File: src/rtl/filters_sample_feeder.sv
// Sample feeder ahead of the filters block: a small circular FIFO filled by a
// valid/ready producer and drained at a fixed pace with no output backpressure.
module filters_sample_feeder #(
  parameter int WIDTH = 4,
  parameter int DEPTH = 4,
  parameter int PACE  = 1
) (
  input  logic                     clk,
  input  logic                     rst,
  input  logic                     flush,
  input  logic [WIDTH-1:0]         in_data,
  input  logic                     in_valid,
  output logic                     in_ready,
  output logic [WIDTH-1:0]         x,
  output logic                     x_is_valid,
  output logic [$clog2(DEPTH):0]   count
);

  localparam int AW = $clog2(DEPTH);
  localparam int CW = AW + 1;
  localparam int PW = (PACE > 1) ? $clog2(PACE) : 1;

  logic [WIDTH-1:0] mem_q [DEPTH];
  logic [AW-1:0]    wr_ptr_q, wr_ptr_d;
  logic [AW-1:0]    rd_ptr_q, rd_ptr_d;
  logic [CW-1:0]    count_q, count_d;
  logic [PW-1:0]    pace_q, pace_d;
  logic [WIDTH-1:0] x_q, x_d;
  logic             xv_q, xv_d;
  logic             tick_s, wr_s, rd_s, ready_s;

  assign ready_s    = !flush && (count_q < CW'(DEPTH));
  assign tick_s     = (pace_q == PW'(PACE - 1));
  assign wr_s       = in_valid && ready_s;
  assign rd_s       = tick_s && (count_q != {CW{1'b0}}) && !flush;

  assign in_ready   = ready_s;
  assign x          = x_q;
  assign x_is_valid = xv_q;
  assign count      = count_q;

  // Free-running slot divider; keeps counting through empty slots and flushes.
  always_comb begin
    pace_d = pace_q;
    if (tick_s) begin
      pace_d = {PW{1'b0}};
    end else begin
      pace_d = pace_q + PW'(1);
    end
  end

  // FIFO pointer, occupancy and output next-state; a read never sees a same-edge write.
  always_comb begin
    wr_ptr_d = wr_ptr_q;
    rd_ptr_d = rd_ptr_q;
    count_d  = count_q;
    x_d      = x_q;
    xv_d     = 1'b0;
    if (flush) begin
      wr_ptr_d = {AW{1'b0}};
      rd_ptr_d = {AW{1'b0}};
      count_d  = {CW{1'b0}};
    end else begin
      if (wr_s) begin
        wr_ptr_d = wr_ptr_q + AW'(1);
      end else begin
        wr_ptr_d = wr_ptr_q;
      end
      if (rd_s) begin
        rd_ptr_d = rd_ptr_q + AW'(1);
        x_d      = mem_q[rd_ptr_q];
        xv_d     = 1'b1;
      end else begin
        rd_ptr_d = rd_ptr_q;
      end
      case ({wr_s, rd_s})
        2'b10:   count_d = count_q + CW'(1);
        2'b01:   count_d = count_q - CW'(1);
        default: count_d = count_q;
      endcase
    end
  end

  // Sample storage; left uninitialised because reset makes every entry unreachable.
  always_ff @(posedge clk) begin
    if (wr_s) begin
      mem_q[wr_ptr_q] <= in_data;
    end
  end

  // Control and output state registers.
  always_ff @(posedge clk or negedge rst) begin
    if (!rst) begin
      wr_ptr_q <= {AW{1'b0}};
      rd_ptr_q <= {AW{1'b0}};
      count_q  <= {CW{1'b0}};
      pace_q   <= {PW{1'b0}};
      x_q      <= {WIDTH{1'b0}};
      xv_q     <= 1'b0;
    end else begin
      wr_ptr_q <= wr_ptr_d;
      rd_ptr_q <= rd_ptr_d;
      count_q  <= count_d;
      pace_q   <= pace_d;
      x_q      <= x_d;
      xv_q     <= xv_d;
    end
  end

endmodule

File: config.mk
export PLATFORM = sky130hd
export DESIGN_NAME = filters_sample_feeder
export DESIGN_NICKNAME = d
export VERILOG_FILES = /design/src/rtl/filters_sample_feeder.sv
export SDC_FILE = /design/constraint.sdc
export NUM_CORES = 1
export LEC_CHECK = 0
export CAP_MARGIN = 20
export CORE_MARGIN = 2
export CORE_UTILIZATION = 60
export DETAILED_ROUTE_END_ITERATION = 6
export DONT_BUFFER_PORTS = 1
export GPL_ROUTABILITY_DRIVEN = 1
export PLACE_DENSITY_LB_ADDON = 0.1
export SLEW_MARGIN = 20
export SYNTH_ARGS = -nofsm -noshare
export SYNTH_HDL_FRONTEND = slang
export SYNTH_SLANG_ARGS = --single-unit
export TNS_END_PERCENT = 50
File: constraint.sdc
create_clock -name clk -period 3.06 [get_ports clk]
set_input_delay 0.612 -clock clk [delete_from_list [all_inputs] [get_ports clk]]
set_output_delay 0.612 -clock clk [all_outputs]
set_load 0.03 [all_outputs]
==> results.json, run 1 <==
{
  "drv_cap": 0,
  "path_class": "flop to output port",
  "r2r_setup_slack_ns": 1.09,
  "worstPathMaxFanout": 9,
  "antenna_left": 0,
  "avgSynthCellArea_um2": 15.7,
  "synth_fp_nets": 92,
  "cts_root_buffer": "clkbuf_4",
  "routed_wl_um": 1850,
  "reg2reg_from": "count[0]$_DFFE_PN0P_",
  "hpwl_um": 1320,
  "cts_tree": "done",
  "synth_warnings": 0,
  "synth_area_mm2": 0.00124,
  "netlist_instances": 79,
  "drt_iter0_markers": 11,
  "finalCriticalPeriod_ns": 2.19,
  "cp_slowest_cell": "nor2_1",
  "skew_ns": 0.00154,
  "clk_path_buf_depth": 2,
  "grt_pass1_vias": 670,
  "path_depth": 1,
  "synth-simple-area-share_pct": 7.48,
  "grt_overflow": 0,
  "fp.dieArea_mm2": 0.00244,
  "crit_start": "count[2]$_DFFE_PN0P_",
  "endpoint": "in_ready",
  "grt_pass1_wl_um": 3210,
  "hold_violations": 0,
  "cts_setup_buffers": 0,
  "vias": 614,
  "reg2reg_to": "count[2]$_DFFE_PN0P_",
  "place.gp.congestion": 0.778,
  "io_buffers": 0,
  "fin_crit_sh_pct": 71.6,
  "cpLargestDelayFamily": "simple AND/OR/NAND/NOR gates",
  "start_util_pct": 63.1,
  "rows": 16,
  "yosys.area_share.adder_pct": 5.66,
  "synth_cell_types": 26,
  "synth_top_family_by_area": "multiplexers",
  "final_cell_area_mm2": 0.00131,
  "ys_seq_area_share_pct": 63.1,
  "multi_input_comb_area_um2": 420,
  "hold_class": "input port to flop",
  "power.density_mw_per_mm2": 856,
  "crit_path_start_kind": "flop",
  "relSlewSlack_pct": 50.3,
  "wl_per_cell_um": 17.1,
  "htreeDepth": 1,
  "setup-tns-final_ns": 0,
  "path_clk_slew_ns": 0.14,
  "max_stage_delay_ns": 0.65,
  "numCtsBuffers": 3,
  "leakagePower_uw": 0.000518,
  "crit_path_end_kind": "output port",
  "status": "complete, no violations",
  "synth-seq-cells": 28,
  "io_pins": 17,
  "clock_latency_ns": 0.32,
  "clock_sinks": 28,
  "setup_viol": 0,
  "vias_per_cell": 5.69,
  "tightest_slew_ns": 0.743,
  "die_x_um": 49.4,
  "antenna_cells": 0,
  "reg2reg_depth": 5,
  "fillers": 155,
  "vdd_drop_max_uv": 512,
  "synth_xor_area_share_pct": 2.83,
  "synth_compound_area_share_pct": 5.06,
  "grt_max_degree": 17,
  "fmax_mhz": 457,
  "rsz0062_at_grt": "false",
  "post-route-drc-count": 0,
  "fp.dieH_um": 49.4,
  "seq_area_um2": 781,
  "drt_pass1_iterations": 4,
  "cp_num_buf_inv": 0,
  "drv_slew": 0,
  "cp_cell_sequence": "nor2_1",
  "grtUsageTotal_pct": 18.2,
  "arrival_ns": 1.58,
  "antenna_found_initial": 0,
  "fp.coreArea_mm2": 0.00196,
  "fin_nets": 95,
  "post_dp_cell_area_mm2": 0.00125,
  "cp.required_ns": 2.45,
  "synth.mux.area_fraction_pct": 12.9,
  "drive_gt1_share_pct": 17.3,
  "syn_to_final_growth_pct": 6.07
}
[worst register-to-register path, delay by kind of cell, from the launching register on]
| family | cells | cell delay [ns] |
|---|---|---|
| adder cells (fa/ha/maj) | 1 | 0.37 |
| flip-flops | 1 | 0.62 |
| AND/OR/NAND/NOR | 1 | 0.37 |
| AO/OA/AOI/OAI | 3 | 0.53 |
[through the flow]
| step | hold WS [ns] | utilization [%] | cells | worst slack, ns | total power, uW |
|---|---|---|---|---|---|
| floorplan | 0.316 | - | 79 | 1.15 | 860 |
| global placement | 0.317 | 63.7 | 103 | 1.17 | 882 |
| detailed placement | 0.317 | 63.7 | 103 | 1.14 | 893 |
| CTS | 0.319 | 66.9 | 108 | 0.858 | 1130 |
| global route | 0.306 | 66.9 | 108 | 0.782 | 1190 |
| finish | 0.325 | 66.9 | 108 | 0.871 | 1120 |
[cell usage in the layout, fill, tap and decap left out, types with 3 or more instances in the layout]
master	netlist	layout
dfrtp_1	12	12
o21ai_0	4	4
nor2_1	5	5
a21oi_1	4	4
mux2_4	4	4
edfxtp_1	16	16
ha_1	4	4
and3_1	4	4
inv_1	4	4
clkbuf_4	0	3
xor2_1	3	3
mux4_2	4	4
[cell type report]
cell class / instances / area share (%)
well taps: 27 / 2.57
multi-input cells: 44 / 32.0
repair buffers: 1 / 0.763
clock inverters: 1 / 2.29
clock buffers: 3 / 1.72
flip-flops and latches: 28 / 59.5
inverters: 4 / 1.14
[registers in the layout, indices dropped and copies added (netlist names)]
signal	cells
count	3
mem_q	16
rd_ptr_q	2
wr_ptr_q	2
x	4
x_is_valid	1
[cell families after synthesis]
group	Yosys count
flip-flops	28
AO/OA/AOI/OAI	11
adder cells (fa/ha/maj)	5
XOR/XNOR	4
multiplexers	9
AND/OR/NAND/NOR	15
buffers and inverters	7
[synthesized netlist by cell type]
cell type,number,area share (%)
nor3_2,1,0.81
mux2_4,4,4.9
edfxtp_1,16,39
clkbuf_2,1,0.40
buf_2,1,0.40
o31ai_1,1,0.61
dfrtp_1,12,24
nand2b_1,1,0.51
nor3b_1,1,0.61
inv_1,4,1.2
xor2_1,3,2.1
nor2_1,5,1.5
ha_1,4,4.0
nor2_4,1,0.91
or3_1,1,0.51
a21o_1,1,0.61
fa_1,1,1.6
mux4_2,4,7.3
and3_1,4,2.0
buf_6,1,0.91
mux2i_1,1,0.81
xnor2_1,1,0.71
a21oi_1,4,1.6
o21ai_0,4,1.6
o21bai_1,1,0.61
and2b_1,1,0.61
[worst min path at each step]
stage	from	end	slack, ns	depth (start not counted)
2_1_floorplan	rst	count[0]$_DFFE_PN0P_	0.32	0
3_3_place_gp	rst	x[3]$_DFFE_PN0P_	0.32	0
3_5_place_dp	rst	x[3]$_DFFE_PN0P_	0.32	0
4_1_cts	flush	count[0]$_DFFE_PN0P_	0.32	1
5_1_grt	flush	count[0]$_DFFE_PN0P_	0.31	1
6_report	flush	count[0]$_DFFE_PN0P_	0.32	1
[power breakdown]
part	switching, uW	internal (uW)
Sequential	175	467
Clock	106	133
Combinational	97.5	145
[timing repair]
item | in CTS | in global routing
hold buffers | 1 | 0
resized for setup | 0 | 0
hold endpoints to repair | 12 | 0
[layer usage]
metal	track usage, %	up-vias	part of all wire [%]
met5	0	-	0
met3	5.52	4	3.7
li1	-	291	-
met2	27.7	13	48
met4	8.33	0	2.3
met1	24.0	306	45
No activity file was read; power rests on OpenSTA's default activity.
==> inputs of run 2 (changes only) <==
- CORE_UTILIZATION: 60 -> 54
- clock period: 3.06 -> 2 ns (I/O delays scaled with it)
==> run 2 against run 1 <==
  * Cell area up 2.4%
  * Core utilization down 5.6 points
  * Hold slack lost 0.21 ns
  * Final cell count is 4.6% higher
  * Highest routed layer unchanged
  * Clock skew grew 0.0041 ns
  * Combinational power grew 100%
  * Sequential share of layout area down 1.4 points
  * Critical path depth grew 2
  * Clock power up 54%
  * Die area is 10% higher
  * Largest cell class unchanged
==> results.json, run 2 (same netlist as run 1, synthesis figures left out) <==
{
  "start_util_pct": 56.5,
  "place.gp.congestion": 0.773,
  "cts_root_buffer": "clkbuf_4",
  "setup_viol": 0,
  "crit_path_start_kind": "flop",
  "fmax_mhz": 561,
  "rsz0062_at_grt": "false",
  "vias_per_cell": 5.36,
  "grtUsageTotal_pct": 17.0,
  "clk_path_buf_depth": 2,
  "worstHoldStart": "flush",
  "finalCriticalPeriod_ns": 1.78,
  "fin_crit_sh_pct": 89.0,
  "grt_pass1_vias": 669,
  "reg2reg_from": "count[0]$_DFFE_PN0P_",
  "reg2reg_to": "count[2]$_DFFE_PN0P_",
  "grt_overflow": 0,
  "drv_cap": 0,
  "post-route-drc-count": 0,
  "tightest_slew_ns": 0.564,
  "dp_cells": 108,
  "final_cell_area_mm2": 0.00134,
  "fin_cells": 113,
  "whs_path_depth": 1,
  "status": "complete, no violations",
  "post_dp_cell_area_mm2": 0.00128,
  "antenna_left": 0,
  "arrival_ns": 1.38,
  "cts_setup_buffers": 0,
  "skew_ns": 0.00566,
  "drv_slew": 0,
  "finalCoreUtilization_pct": 61.3,
  "cts-resized-gates": 0,
  "fin_nets": 99,
  "vias": 606,
  "clock_latency_ns": 0.33,
  "die_x_um": 51.9,
  "path_clk_slew_ns": 0.14,
  "final_common_cell": "edfxtp_1",
  "drive_gt1_share_pct": 21.2,
  "cts_tree": "done",
  "r2r_setup_slack_ns": 0.38,
  "setup-tns-final_ns": 0,
  "vdd_drop_max_uv": 847,
  "clock_sinks": 28,
  "worstPathMaxFanout": 8,
  "numCtsBuffers": 3,
  "cp.required_ns": 1.60,
  "drt_iter0_markers": 20,
  "io_pins": 17,
  "largest_reg_flops": 16,
  "path_class": "flop to output port",
  "grt_pass1_wl_um": 3150,
  "io_buffers": 0,
  "leakagePower_uw": 0.000538,
  "crit_start": "count[2]$_DFFE_PN0P_",
  "relSlewSlack_pct": 62.3,
  "routed_wl_um": 1900,
  "wl_per_cell_um": 16.8,
  "fp.dieArea_mm2": 0.00269,
  "hold_buffers": 1,
  "antenna_cells": 0,
  "htreeDepth": 1,
  "grt_max_degree": 17,
  "drt_pass1_iterations": 4,
  "regMostFlops": "mem_q",
  "power.density_mw_per_mm2": 1310,
  "syn_to_final_growth_pct": 8.59,
  "hold_violations": 0,
  "hold_class": "input port to flop",
  "hold_end": "count[2]$_DFFE_PN0P_",
  "reg2reg_depth": 5,
  "rows": 17,
  "antenna_found_initial": 0,
  "crit_path_end_kind": "output port",
  "fp.coreArea_mm2": 0.00219,
  "fp.dieH_um": 51.9,
  "most-common-layout-cells": "edfxtp_1, dfrtp_1, nor2_1",
  "hpwl_um": 1380
}
## run 2: cell types whose count changed in the layout (fill, tap and decap cells not counted), sizes merged
cell / before / now
buf: 0 / 4
## run 2: per-stage QoR
| step | setup slack (ns) | hold WS, ns | total power (uW) |
|---|---|---|---|
| 2_1_floorplan | 0.119 | 0.104 | 1320 |
| 5_1_grt | 0.123 | 0.0825 | 1860 |
| 3_5_place_dp | 0.413 | 0.105 | 1410 |
| 6_report | 0.219 | 0.110 | 1760 |
| 3_3_place_gp | 0.441 | 0.105 | 1400 |
| 4_1_cts | 0.203 | 0.101 | 1780 |
## run 2: metal layers
metal | part of all wire (%) | wire [um] | track usage (%)
met5 | 0 | 0 | 0
met4 | 1.7 | 33 | 10.5
met3 | 3.2 | 60 | 3.16
met2 | 49 | 923 | 27.0
met1 | 46 | 883 | 21.4
## run 2: cell type report
cell class              instances  area, um^2
fillers                       166         847
well taps                      28        35.0
clock buffers                   3        22.5
repair buffers                  5        40.0
clock inverters                 1        30.0
multi-input cells              44         420
flip-flops and latches         28         781
inverters                       4        15.0
## run 2: worst max-delay path by stage
| stage | end | slack [ns] | depth (start not counted) |
|---|---|---|---|
| global placement | count[2]$_DFFE_PN0P_ | 0.44 | 5 |
| finish | in_ready | 0.22 | 3 |
| CTS | in_ready | 0.20 | 3 |
| floorplan | count[2]$_DFFE_PN0P_ | 0.12 | 6 |
| global route | in_ready | 0.12 | 3 |
| detailed placement | count[2]$_DFFE_PN0P_ | 0.41 | 4 |
## run 2: worst max-delay path: stages (launching register included)
cell	delay, ns
dfrtp_1	0.40
buf_4	0.19
nor2_1	0.24
buf_4	0.22
## run 2: where the power goes
| group | switching [uW] | internal, uW |
|---|---|---|
| logic | 245 | 250 |
| clock network | 164 | 203 |
| registers | 185 | 715 |
| total | 594 | 1170 |
==> inputs of run 3 (changes only) <==
- CORE_MARGIN: 2 -> unset
- CTS_BUF_LIST: unset -> sky130_fd_sc_hd__clkbuf_16
==> run 3 against run 2 <==
  * Maximum frequency grew 4.7%
  * Sequential power is essentially flat
  * Final cell count down 0.88%
  * Cell area up 1.9%
  * Global-route usage grew 1.1 points
  * Total power increased by 4.8%
  * Register-to-register slack got worse by 0.08 ns
  * Die area fell by 7.6%
  * Sequential share of layout area decreased by 1.1 points
  * Sequential cell count unchanged
  * Highest routed layer unchanged
==> results.json, run 3 (same netlist as run 1, synthesis figures left out) <==
{
  "setup-tns-final_ns": 0,
  "cp_common_cell": "a21oi_1",
  "seqPwrFrac_pct": 48.8,
  "fp.coreArea_mm2": 0.00206,
  "syn_to_final_growth_pct": 10.6,
  "power.density_mw_per_mm2": 1350,
  "p_comb_share_pct": 26.9,
  "wl_per_cell_um": 17.1,
  "arrival_ns": 1.88,
  "crit_path_start_kind": "flop",
  "skew_ns": 0.00292,
  "die_x_um": 49.9,
  "cp.required_ns": 2.18,
  "htreeDepth": 1,
  "hpwl_um": 1350,
  "p_sw_share_pct": 33.1,
  "cpLargestDelayFamily": "compound AO/OA/AOI/OAI gates",
  "cp_num_buf_inv": 0,
  "crit_path_end_kind": "flop",
  "io_pins": 17,
  "fp.dieH_um": 49.9,
  "place.gp.congestion": 0.864,
  "rows": 16,
  "hold_violations": 0,
  "clk_path_buf_depth": 2,
  "fin_ws_ns": 0.298,
  "cts-resized-gates": 0,
  "regMostFlops": "mem_q",
  "fin_crit_sh_pct": 85.1,
  "p_sw_uw": 612,
  "setup_viol": 0,
  "vdd_drop_max_uv": 795,
  "post-route-drc-count": 0,
  "relSlewSlack_pct": 63.3,
  "start_util_pct": 60.0,
  "leakagePower_uw": 0.000549,
  "max_stage_delay_ns": 0.41,
  "p_total_uw": 1850,
  "worstPathMaxFanout": 2,
  "cts_tree": "done",
  "power_frac_clock_pct": 24.2,
  "fp.dieArea_mm2": 0.00249,
  "drive_gt1_share_pct": 20.0,
  "cp_slowest_cell": "fa_1",
  "final_common_cell": "edfxtp_1",
  "grt_max_degree": 16,
  "routed_wl_um": 1910,
  "clock_latency_ns": 0.26,
  "most-common-layout-cells": "edfxtp_1, dfrtp_1, nor2_1",
  "cp_cell_sequence": "o21bai_1 -> a21oi_1 -> fa_1 -> or3_1 -> a21oi_1",
  "fin_nets": 99,
  "hold_ws_ns": 0.200,
  "vias_per_cell": 5.54,
  "antenna_cells": 0,
  "antenna_found_initial": 0,
  "antenna_left": 0,
  "grt_pass1_wl_um": 3260,
  "finalCoreUtilization_pct": 66.4,
  "p_int_uw": 1240,
  "grt_pass1_vias": 682,
  "hold_class": "input port to flop",
  "path_clk_slew_ns": 0.06,
  "drt_pass1_iterations": 4,
  "clock_sinks": 28,
  "rsz0062_at_grt": "false",
  "drv_slew": 0,
  "path_class": "flop to flop",
  "io_buffers": 0,
  "largest_reg_flops": 16,
  "dp_slack_ns": 0.343,
  "grt_overflow": 0,
  "drt_iter0_markers": 22,
  "status": "complete, no violations",
  "tightest_slew_ns": 0.549,
  "cts_setup_buffers": 0,
  "fmax_mhz": 588,
  "cts_root_buffer": "clkbuf_16",
  "finalCriticalPeriod_ns": 1.70,
  "numCtsBuffers": 3,
  "vias": 621,
  "grtUsageTotal_pct": 18.1,
  "drv_cap": 0
}
[run 3: through the flow]
step,cell area (um^2),std cells
2_1_floorplan,1240,79
3_3_place_gp,1280,107
3_5_place_dp,1280,107
4_1_cts,1370,112
5_1_grt,1370,112
6_report,1370,112
[run 3: metal layers]
layer	wire, um	up-vias	global-route usage [%]
met4	12	0	5.71
met5	0	-	0
met2	929	15	29.1
met1	917	305	24.6
met3	54	2	3.70
li1	-	299	-
[run 3: what timing repair did]
action                                 in CTS  in global routing
setup endpoints to repair                   0                  0
endpoints found under the hold margin      12                  0
hold buffers                                1                  0
[run 3: path summary, 6_finish.rpt]
kind | endpoint | cells past startpoint | slack, ns | from
worst max-delay path | count[2]$_DFFE_PN0P_ | 5 | 0.30 | count[0]$_DFFE_PN0P_
worst max register to register | count[2]$_DFFE_PN0P_ | 5 | 0.30 | count[0]$_DFFE_PN0P_
worst min-delay path | wr_ptr_q[0]$_DFFE_PN0P_ | 1 | 0.20 | flush
max in group asynchronous | wr_ptr_q[0]$_DFFE_PN0P_ | 1 | 1.07 | rst
min in group asynchronous | x[2]$_DFFE_PN0P_ | 1 | 0.56 | rst
worst min register to register | wr_ptr_q[1]$_DFFE_PN0P_ | 2 | 0.60 | wr_ptr_q[1]$_DFFE_PN0P_
[run 3: power groups by stage]
stage	combinational [uW]	sequential [uW]	clock, uW
after global routing	552	920	471
after global placement	484	913	0
after CTS	500	905	447
final	498	902	447
after detailed placement	487	917	0
after floorplan	372	943	0
[run 3: layout make-up]
type	instances	area, um^2
Clock inverter	1	3.75
Tap cell	27	33.8
Fill cell	148	693
Multi-Input combinational cell	44	420
Sequential cell	28	781
Inverter	4	15.0
Clock buffer	3	75.1
Timing Repair Buffer	5	40.0
[run 3: worst reg2reg max path, delay by kind of cell, from the launching register on]
| family | cells | cell delay, ns |
|---|---|---|
| AOI/OAI and AO/OA | 3 | 0.45 |
| adders and majority gates | 1 | 0.41 |
| and+or+nand+nor | 1 | 0.39 |
| DFF | 1 | 0.38 |
